File: src/rtl/uart_pkg.sv
// Shared definitions for the memory-mapped UART transmitter: register map,
// STATUS bit positions, store-size encodings and serializer states.
package uart_pkg;

  localparam logic [3:0] UART_TXDATA = 4'h0;
  localparam logic [3:0] UART_STATUS = 4'h4;
  localparam logic [3:0] UART_BAUD   = 4'h8;

  localparam int unsigned STAT_BUSY    = 0;
  localparam int unsigned STAT_FULL    = 1;
  localparam int unsigned STAT_EMPTY   = 2;
  localparam int unsigned STAT_OVF     = 3;
  localparam int unsigned STAT_CNT_LSB = 8;

  localparam logic [2:0] F3_SB = 3'b000;
  localparam logic [2:0] F3_SH = 3'b001;
  localparam logic [2:0] F3_SW = 3'b010;

  typedef enum logic [1:0] {
    StIdle,
    StStart,
    StData,
    StStop
  } uart_state_e;

endpackage

File: src/rtl/mmio_uart_tx_if.sv
// CPU data-memory responder bus: load/store strobes, offset, store data,
// access size and combinational load data.
interface mmio_uart_tx_if;

  logic        cs;
  logic        mem_read;
  logic        mem_write;
  logic [3:0]  addr;
  logic [31:0] wdata;
  logic [2:0]  funct3;
  logic [31:0] rdata;

  modport master (
    output cs, mem_read, mem_write, addr, wdata, funct3,
    input  rdata
  );

  modport slave (
    input  cs, mem_read, mem_write, addr, wdata, funct3,
    output rdata
  );

endinterface

File: src/rtl/sync_fifo.sv
// Synchronous first-word-fall-through FIFO; pointers carry one extra wrap bit
// so full and empty are distinguished by the MSB compare.
module sync_fifo #(
  parameter int unsigned Width = 8,
  parameter int unsigned Depth = 8
) (
  input  logic                     clk_i,
  input  logic                     rst_i,
  input  logic                     push_i,
  input  logic [Width-1:0]         wdata_i,
  input  logic                     pop_i,
  output logic [Width-1:0]         rdata_o,
  output logic                     full_o,
  output logic                     empty_o,
  output logic [$clog2(Depth):0]   count_o
);

  localparam int unsigned AW = $clog2(Depth);

  logic [AW:0]      wptr_q, rptr_q;
  logic [Width-1:0] mem_q [Depth];
  logic             do_push, do_pop;

  assign empty_o = (wptr_q == rptr_q);
  assign full_o  = (wptr_q[AW] != rptr_q[AW]) && (wptr_q[AW-1:0] == rptr_q[AW-1:0]);
  assign count_o = wptr_q - rptr_q;
  assign rdata_o = mem_q[rptr_q[AW-1:0]];

  // A pop in the same cycle frees the slot, so a push into a full FIFO is accepted.
  assign do_pop  = pop_i && !empty_o;
  assign do_push = push_i && (!full_o || do_pop);

  always_ff @(posedge clk_i) begin
    if (rst_i) begin
      wptr_q <= '0;
      rptr_q <= '0;
    end else begin
      if (do_push) wptr_q <= wptr_q + 1'b1;
      if (do_pop)  rptr_q <= rptr_q + 1'b1;
    end
  end

  always_ff @(posedge clk_i) begin
    if (do_push) mem_q[wptr_q[AW-1:0]] <= wdata_i;
  end

endmodule

File: src/rtl/mmio_uart_tx.sv
// Memory-mapped 8N1 UART transmitter: register decode, TX FIFO and a
// serializer FSM driving a registered tx line.
module mmio_uart_tx
  import uart_pkg::*;
#(
  parameter int unsigned FIFO_DEPTH  = 8,
  parameter int unsigned DEFAULT_DIV = 868
) (
  input  logic          clk_i,
  input  logic          rst_i,
  mmio_uart_tx_if.slave bus_if,
  output logic          tx_o,
  output logic          tx_busy_o
);

  localparam int unsigned CntW   = $clog2(FIFO_DEPTH) + 1;
  localparam logic [15:0] DefDiv = 16'(DEFAULT_DIV);

  logic [3:0]      reg_addr;
  logic            wr_txdata, wr_status, wr_baud, byte_st;
  logic [15:0]     baud_q, baud_d;
  logic            ovf_q, ovf_d;
  logic [7:0]      fifo_rdata;
  logic            fifo_full, fifo_empty, pop;
  logic [CntW-1:0] fifo_count;
  logic [31:0]     status, rdata;
  logic            unused_bits;

  uart_state_e state_q;
  logic        tx_q;
  logic [7:0]  shift_q;
  logic [2:0]  bit_idx_q;
  logic [15:0] cnt_q, div_q;
  logic        bit_end;

  assign reg_addr  = {bus_if.addr[3:2], 2'b00};
  assign wr_txdata = bus_if.cs && bus_if.mem_write && (reg_addr == UART_TXDATA);
  assign wr_status = bus_if.cs && bus_if.mem_write && (reg_addr == UART_STATUS);
  assign wr_baud   = bus_if.cs && bus_if.mem_write && (reg_addr == UART_BAUD);
  assign byte_st   = (bus_if.funct3 == F3_SB);
  assign unused_bits = ^{bus_if.wdata[31:16], bus_if.addr[1:0]};

  always_comb begin
    baud_d = baud_q;
    if (wr_baud) begin
      baud_d = byte_st ? {baud_q[15:8], bus_if.wdata[7:0]} : bus_if.wdata[15:0];
      if (baud_d == '0) baud_d = 16'd1;
    end
  end

  always_comb begin
    ovf_d = ovf_q;
    if (wr_status && bus_if.wdata[STAT_OVF]) begin
      ovf_d = 1'b0;
    end else if (wr_txdata && fifo_full && !pop) begin
      ovf_d = 1'b1;
    end
  end

  always_ff @(posedge clk_i) begin
    if (rst_i) begin
      baud_q <= DefDiv;
      ovf_q  <= 1'b0;
    end else begin
      baud_q <= baud_d;
      ovf_q  <= ovf_d;
    end
  end

  sync_fifo #(
    .Width (8),
    .Depth (FIFO_DEPTH)
  ) u_fifo (
    .clk_i   (clk_i),
    .rst_i   (rst_i),
    .push_i  (wr_txdata),
    .wdata_i (bus_if.wdata[7:0]),
    .pop_i   (pop),
    .rdata_o (fifo_rdata),
    .full_o  (fifo_full),
    .empty_o (fifo_empty),
    .count_o (fifo_count)
  );

  assign bit_end = (cnt_q == div_q - 16'd1);
  assign pop     = !fifo_empty && ((state_q == StIdle) || ((state_q == StStop) && bit_end));

  always_ff @(posedge clk_i) begin
    if (rst_i) begin
      state_q   <= StIdle;
      tx_q      <= 1'b1;
      shift_q   <= '0;
      bit_idx_q <= '0;
      cnt_q     <= '0;
      div_q     <= DefDiv;
    end else begin
      unique case (state_q)
        StIdle: begin
          if (!fifo_empty) begin
            shift_q <= fifo_rdata;
            div_q   <= baud_q;
            cnt_q   <= '0;
            tx_q    <= 1'b0;
            state_q <= StStart;
          end
        end
        StStart: begin
          if (bit_end) begin
            cnt_q     <= '0;
            bit_idx_q <= '0;
            tx_q      <= shift_q[0];
            state_q   <= StData;
          end else begin
            cnt_q <= cnt_q + 16'd1;
          end
        end
        StData: begin
          if (bit_end) begin
            cnt_q <= '0;
            if (bit_idx_q == 3'd7) begin
              tx_q    <= 1'b1;
              state_q <= StStop;
            end else begin
              // tx takes the next bit now so it lines up with the shifted register
              shift_q   <= {1'b0, shift_q[7:1]};
              bit_idx_q <= bit_idx_q + 3'd1;
              tx_q      <= shift_q[1];
            end
          end else begin
            cnt_q <= cnt_q + 16'd1;
          end
        end
        StStop: begin
          if (bit_end) begin
            cnt_q <= '0;
            if (!fifo_empty) begin
              shift_q <= fifo_rdata;
              div_q   <= baud_q;
              tx_q    <= 1'b0;
              state_q <= StStart;
            end else begin
              state_q <= StIdle;
            end
          end else begin
            cnt_q <= cnt_q + 16'd1;
          end
        end
        default: state_q <= StIdle;
      endcase
    end
  end

  assign tx_o      = tx_q;
  assign tx_busy_o = (state_q != StIdle) || !fifo_empty;

  always_comb begin
    status = '0;
    status[STAT_BUSY]  = tx_busy_o;
    status[STAT_FULL]  = fifo_full;
    status[STAT_EMPTY] = fifo_empty;
    status[STAT_OVF]   = ovf_q;
    status[STAT_CNT_LSB +: 4] = 4'(fifo_count);
  end

  always_comb begin
    rdata = '0;
    if (bus_if.cs && bus_if.mem_read) begin
      case (reg_addr)
        UART_STATUS: rdata = status;
        UART_BAUD:   rdata = {16'h0, baud_q};
        default:     rdata = '0;
      endcase
    end
  end

  assign bus_if.rdata = rdata;

endmodule

File: src/flat_wrapper.sv
// flat-port wrapper written by rule: the top's interface ports become plain ports
module mmio_uart_tx_flat import uart_pkg::*;
#(
  parameter int unsigned FIFO_DEPTH  = 8,
  parameter int unsigned DEFAULT_DIV = 868
)
  (clk_i, rst_i, tx_o, tx_busy_o, bus_if_cs, bus_if_mem_read, bus_if_mem_write, bus_if_addr, bus_if_wdata, bus_if_funct3, bus_if_rdata);
  mmio_uart_tx_if bus_if_i ();
  input  logic clk_i;
  input  logic rst_i;
  output logic tx_o;
  output logic tx_busy_o;
  input wire logic [$bits(bus_if_i.cs)-1:0] bus_if_cs;
  input wire logic [$bits(bus_if_i.mem_read)-1:0] bus_if_mem_read;
  input wire logic [$bits(bus_if_i.mem_write)-1:0] bus_if_mem_write;
  input wire logic [$bits(bus_if_i.addr)-1:0] bus_if_addr;
  input wire logic [$bits(bus_if_i.wdata)-1:0] bus_if_wdata;
  input wire logic [$bits(bus_if_i.funct3)-1:0] bus_if_funct3;
  output wire logic [$bits(bus_if_i.rdata)-1:0] bus_if_rdata;
  assign bus_if_i.cs = bus_if_cs;
  assign bus_if_i.mem_read = bus_if_mem_read;
  assign bus_if_i.mem_write = bus_if_mem_write;
  assign bus_if_i.addr = bus_if_addr;
  assign bus_if_i.wdata = bus_if_wdata;
  assign bus_if_i.funct3 = bus_if_funct3;
  assign bus_if_rdata = bus_if_i.rdata;
  mmio_uart_tx #(.FIFO_DEPTH(FIFO_DEPTH), .DEFAULT_DIV(DEFAULT_DIV)) u_core (.clk_i(clk_i), .rst_i(rst_i), .bus_if(bus_if_i), .tx_o(tx_o), .tx_busy_o(tx_busy_o));
endmodule
File: config.mk
export PLATFORM = sky130hd
export DESIGN_NAME = mmio_uart_tx_flat
export DESIGN_NICKNAME = d
export VERILOG_FILES = /design/src/rtl/uart_pkg.sv /design/src/rtl/mmio_uart_tx_if.sv /design/src/rtl/sync_fifo.sv /design/src/rtl/mmio_uart_tx.sv /design/src/flat_wrapper.sv
export SDC_FILE = /design/constraint.sdc
export NUM_CORES = 1
export LEC_CHECK = 0
export ABC_AREA = 1
export BUFFER_PORTS_ARGS = -buffer_cell sky130_fd_sc_hd__buf_2
export CELL_PAD_IN_SITES_DETAIL_PLACEMENT = 0
export CELL_PAD_IN_SITES_GLOBAL_PLACEMENT = 2
export CORE_UTILIZATION = 35
export DETAILED_ROUTE_END_ITERATION = 6
export PLACE_DENSITY = 0.86
export REMOVE_ABC_BUFFERS = 1
export SKIP_LAST_GASP = 1
export SYNTH_ARGS = -nofsm -noshare
export SYNTH_HDL_FRONTEND = slang
export SYNTH_SLANG_ARGS = --single-unit
File: constraint.sdc
create_clock -name clk_i -period 3.3 [get_ports clk_i]
set_input_delay 0.33 -clock clk_i [delete_from_list [all_inputs] [get_ports clk_i]]
set_output_delay 0.33 -clock clk_i [all_outputs]
set_load 0.01 [all_outputs]
==> metrics.md, run 1 <==
| Metric | Value |
|---|---|
| Status | `complete, no violations` |
| Synth warnings | `0` |
| GPL Wtd Cong | `0.801` |
| Final instance area | `8300 µm²` |
| CP peak stage delay | `0.40 ns` |
| Initial antenna violation count | `0` |
| Port bufs | `43` |
| Syn-to-layout area delta | `15.7%` |
| Iter 0 DRT Violations | `397` |
| Initial core utilization | `35.6%` |
| Worst-margin pin slew | `0.657 ns` |
| DRC violations left | `0` |
| Hold path depth | `1` |
| Max-slew violation count | `0` |
| Startpoint types | `flop` |
| CTS Buf Count | `17` |
| Die area | `21100 µm²` |
| DR vias | `5925` |
| Slowest CP cell | `dfxtp_1` |
| Ys async rst share | `0%` |
| Synth cell types | `43` |
| I/O pin count | `78` |
| FMAX | `345 MHz` |
| Min Tclk post-route | `2.90 ns` |
| Ratio of cells with drive above 1 in the final layout | `12.9%` |
| CP Max Fanout | `10` |
| Hold Vio Cnt, Final | `0` |
| Antenna diode count | `0` |
| Crit path DAT | `2.57 ns` |
| Synth Register Bits | `138` |
| Row cnt | `52` |
| Register area share after synthesis | `47.4%` |
| H-tree levels | `4` |
| Setup_tns | `0 ns` |
| Worst Reg-to-Reg Cells | `17` |
| Clock buffer depth | `2` |
| # placed instances | `1194` |
| # setup viols final | `0` |
| Pleak | `0.00340 µW` |
| Vias per cell | `4.83` |
| CP most frequent cell | `inv_1` |
| Worst skew pair latency | `0.43 ns` |
| Peak supply drop | `509 µV` |
| Largest net degree at the start of global routing | `37` |
| Mapped Cells | `892` |
| Crit Path Class | `flop to output port` |
| Detail Route Antenna Nets | `0` |
| Total track usage | `18.4%` |
| Hold-fix buffers, CTS | `0` |
| Synth top area cells | `edfxtp_1, dfxtp_1, nand2_1, nor2_1, o21ai_0` |
| Root Buffer | `clkbuf_16` |
| NumNets Final | `1006` |
| Max-cap viol count | `0` |
| HPWL after DPL | `13000 µm` |
| Detailed Routing Iterations Pass 1 | `5` |
| Total Routed Length | `18400 µm` |
| Core Region | `20200 µm²` |
| RSZ-0062 raised after global routing | `no` |
| Crit. End Element | `output port` |
| Fin crit share | `87.8%` |
| CTS tree | `built` |
| Sink Count | `138` |
| Worst rel slew slack | `56.2%` |
| Core Util, Final | `41.2%` |
| Post-synth top area share | `26.8%` |
| Wirelength per Cell | `15.0 µm` |
| Post-CTS Setup Inserts | `0` |
| Synthesized area per cell | `8.04 µm²` |
| Crit-path cells | `inv_1, ha_1, inv_1, nor3_1, nand2_2, nor2_1, inv_1, a22oi_1, nor2_1, buf_2` |
| Die Wd | `145 µm` |
| CTS resizes | `0` |
| Fillers | `2115` |
| Number of global-route vias before repair | `5703` |
| Placed Instance Area | `7670 µm²` |
| Most used DFF post-synth | `dfxtp_1` |
| Die height | `145 µm` |
| EDFF count, synth | `64` |
| Worst hold path type | `input pin to flop` |
| Reg2Reg Setup Slack | `0.52 ns` |
| Dpl ws | `0.523 ns` |
| First-pass GRT wire length | `30500 µm` |
| Mapped Area | `7180 µm²` |
| Final worst slack | `0.404 ns` |
| WP data required | `2.97 ns` |
| Post-Layout Cell Count | `1226` |
| Yosys top cell by area | `edfxtp_1` |
| Power Density | `731 nW/µm²` |
| CTS clock-pin slew for the worst setup and hold paths | `0.07 ns` |
| Total grt overflow | `0` |
| Setup skew after layout | `0.0142 ns` |
-- registers in the layout (all words and copies together), names as in the netlist, named ones only --
signal	cells
u_core.baud_q	16
u_core.bit_idx_q	3
u_core.cnt_q	16
u_core.div_q	16
u_core.ovf_q	1
u_core.shift_q	8
u_core.state_q	2
u_core.tx_o	1
u_core.u_fifo.mem_q	64
u_core.u_fifo.rptr_q	4
u_core.u_fifo.wptr_q	4
-- path summary, 6_finish.rpt --
| kind | to | start |
|---|---|---|
| max | bus_if_rdata[0] | u_core.u_fifo.wptr_q[0] |
| min | u_core.u_fifo.mem_q[1][5] | bus_if_wdata[5] |
| max reg2reg | u_core.u_fifo.mem_q[6][1] | u_core.div_q[0] |
| min reg2reg | u_core.ovf_q | u_core.ovf_q |
-- stage by stage --
stage	hold WS [ns]	power [µW]
final	0.257	6070
after global routing	0.247	6500
after CTS	0.242	6130
after detailed placement	0.450	4090
after global placement	0.441	4100
after floorplan	0.399	3470
-- synth_stat cells, types with 10 or more instances --
master    instances
nand2_1         169
nor2_1          119
inv_1            88
o21ai_0          76
dfxtp_1          74
nand3_1          66
edfxtp_1         64
a21oi_1          59
clkbuf_1         21
buf_4            18
ha_1             18
o22ai_1          13
nand3b_1         10
xor2_1           10
-- logic make-up after synthesis --
logic type                 share of synthesized area (%)
and+or+nand+nor                                     24.7
AOI/OAI and AO/OA                                   13.6
DFF                                                 47.4
buffers and inverters                               8.13
adders and majority gates                           3.42
xor gates and xnor gates                            2.32
muxes                                              0.279
other                                             0.0523
-- worst max-delay path, delay by kind of cell (launching register included) --
family | cells | cell delay, ns
simple gates | 4 | 0.78
buf+inv | 4 | 0.47
flops | 1 | 0.40
fa+ha+maj | 1 | 0.28
compound gates | 1 | 0.19
-- where the power goes --
part / leakage (µW) / internal (µW) / switching (µW)
clock network: 0.000304 / 1160 / 857
registers: 0.00118 / 1930 / 153
logic: 0.00192 / 648 / 1320
total: 0.00340 / 3740 / 2330
-- area by class of cell --
cell class	instances	area (µm²)	area share (%)
clock buffer	17	425	5.12
clock inverter	15	205	2.47
inverter	89	334	4.02
multi-input combinational	636	3250	39.1
sequential	138	3400	41.0
tap	270	338	4.07
timing repair buffer	61	350	4.22
-- routing by layer --
metal	vias up	track usage (%)	wire length [µm]
li1	3070	-	-
met5	-	0	0
met3	12	3.14	707
met1	2721	25.1	9020
met4	0	5.89	206
met2	122	29.5	8450
-- placed cells by master (no fill, tap or decap), types with 2 or more instances in the layout --
cell type,n
a21oi_1,59
a22oi_1,2
buf_2,43
buf_4,18
bufinv_16,2
clkbuf_16,17
clkinv_4,3
clkinv_8,3
conb_1,16
dfxtp_1,74
edfxtp_1,64
ha_1,18
inv_1,88
inv_6,2
inv_8,4
mux2i_1,2
nand2_1,169
nand2_2,7
nand2_4,2
nand3_1,66
nand3_2,2
nand3b_1,10
nand4_1,6
nor2_1,119
nor2_2,8
nor2_4,2
nor3_1,9
nor4_1,3
o211ai_1,7
o211ai_2,5
o21a_1,2
o21ai_0,76
o21bai_1,2
o221ai_1,4
o22ai_1,13
xnor2_1,9
xor2_1,10
(Power assumes the default switching activity.)
==> inputs of run 2 (changes only) <==
Settings changed: PLACE_DENSITY 0.86 to default, PLACE_DENSITY_LB_ADDON from default to 0.25.
==> metrics.md, run 2 (synthesized netlist as in run 1, its figures left out) <==
| Metric | Value |
|---|---|
| Detailed Routing Iterations Pass 1 | `4` |
| Worst Setup SP | `u_core.u_fifo.wptr_q[0]` |
| Die height | `145 µm` |
| Total track usage | `18.4%` |
| Initial core utilization | `35.6%` |
| Antenna diode count | `0` |
| Worst setup endpoint | `bus_if_rdata[0]` |
| Largest net degree at the start of global routing | `37` |
| Worst r2r dst | `u_core.u_fifo.mem_q[4][3]` |
| CTS clock-pin slew for the worst setup and hold paths | `0.07 ns` |
| Worst skew pair latency | `0.43 ns` |
| Wirelength per Cell | `15.2 µm` |
| Max-cap viol count | `0` |
| Total Routed Length | `18600 µm` |
| Core Region | `20200 µm²` |
| NumNets Final | `1005` |
| WP data required | `2.97 ns` |
| R2r startpoint | `u_core.div_q[0]` |
| Hold slack | `0.236 ns` |
| Post-CTS Setup Inserts | `0` |
| Clock buffer depth | `2` |
| Worst hold path type | `input pin to flop` |
| I/O pin count | `78` |
| Worst Reg-to-Reg Cells | `15` |
| Pleak | `0.00340 µW` |
| Max reg flops | `64` |
| Initial antenna violation count | `0` |
| Number of global-route vias before repair | `5597` |
| Status | `complete, no violations` |
| H-tree levels | `4` |
| Crit path DAT | `2.55 ns` |
| Hold-fix buffers, CTS | `0` |
| Crit. End Element | `output port` |
| Power Density | `731 nW/µm²` |
| Sink Count | `138` |
| FMAX | `348 MHz` |
| GPL Wtd Cong | `0.781` |
| Iter 0 DRT Violations | `310` |
| CP Max Fanout | `10` |
| HPWL after DPL | `13200 µm` |
| Port bufs | `43` |
| DR vias | `5846` |
| Reg2Reg Setup Slack | `0.49 ns` |
| # setup viols final | `0` |
| Row cnt | `52` |
| Hold Vio Cnt, Final | `0` |
| RSZ-0062 raised after global routing | `no` |
| First-pass GRT wire length | `30200 µm` |
| Setup_tns | `0 ns` |
| Worst-margin pin slew | `1.01 ns` |
| Detail Route Antenna Nets | `0` |
| Fin crit share | `87.2%` |
| Crit Path Class | `flop to output port` |
| CTS resizes | `0` |
| Startpoint types | `flop` |
| Syn-to-layout area delta | `15.5%` |
| Commonest cells after routing, fill and taps aside | `nand2_1, nor2_1, inv_1` |
| Die Wd | `145 µm` |
| Worst rel slew slack | `32.3%` |
| Setup skew after layout | `0.0109 ns` |
| Most common cell after layout, fill and taps aside | `nand2_1` |
| CTS tree | `built` |
| Ratio of cells with drive above 1 in the final layout | `12.8%` |
| Root Buffer | `clkbuf_16` |
| Vias per cell | `4.77` |
| Die area | `21100 µm²` |
| DRC violations left | `0` |
| Total grt overflow | `0` |
| Max-slew violation count | `0` |
| Peak supply drop | `416 µV` |
| Min Tclk post-route | `2.88 ns` |
| CTS Buf Count | `17` |
==> run 2: cell count changes in the layout (fill, tap and decap cells not counted), sizes merged <==
cell    change
clkinv      -2
inv         +2
buf         -1
==> run 2: worst min path at each step <==
| stage | from | to | slack [ns] | depth (start not counted) |
|---|---|---|---|---|
| 2_1_floorplan | rst_i | u_core.bit_idx_q[0] | 0.40 | 1 |
| 3_3_place_gp | u_core.ovf_q | u_core.ovf_q | 0.45 | 2 |
| 3_5_place_dp | u_core.shift_q[5] | u_core.shift_q[5] | 0.46 | 2 |
| 4_1_cts | bus_if_wdata[6] | u_core.u_fifo.mem_q[3][6] | 0.22 | 1 |
| 5_1_grt | bus_if_wdata[6] | u_core.u_fifo.mem_q[0][6] | 0.22 | 1 |
| 6_report | bus_if_wdata[6] | u_core.u_fifo.mem_q[3][6] | 0.24 | 1 |
==> run 2: metrics by stage <==
stage,instances,util [%],total power (µW),instance area (µm²),worst slack [ns]
floorplan,863,-,3470,6980,0.749
global placement,1193,38.0,4130,7660,0.475
detailed placement,1193,38.0,4110,7660,0.500
CTS,1225,41.1,6140,8290,0.351
global route,1225,41.1,6490,8290,0.155
finish,1225,41.1,6060,8290,0.424
==> run 2: report_power, final <==
group | switching, µW | internal (µW) | leakage [µW] | total (µW)
combinational | 1330 | 641 | 0.00192 | 1970
clock | 851 | 1160 | 0.000304 | 2010
sequential | 149 | 1930 | 0.00118 | 2080
total | 2330 | 3730 | 0.00340 | 6060
==> run 2: layout make-up <==
class                           instances  area, µm²
Sequential cell                       138       3400
Clock inverter                         15        200
Tap cell                              270        338
Inverter                               89        334
Multi-Input combinational cell        636       3250
Clock buffer                           17        425
Fill cell                            2147      11900
Timing Repair Buffer                   60        343
==> run 2: worst max-delay path, cell delays in order, from the launching register on <==
cell and delay (ns):
dfxtp_1 0.39, inv_1 0.11, ha_1 0.28, inv_1 0.05, nor3_1 0.30, nand2_2 0.24
nor2_1 0.18, inv_1 0.14, a22oi_1 0.16, nor2_1 0.09, buf_2 0.17
==> run 2: layer usage <==
metal  vias up  GRT usage, %  part of all wire [%]
li1       3049             -                     -
met3        22          3.58                   3.2
met5         -             0                     0
met4         0          5.21                   1.2
met1      2670          25.2                    50
met2       105          29.6                    46
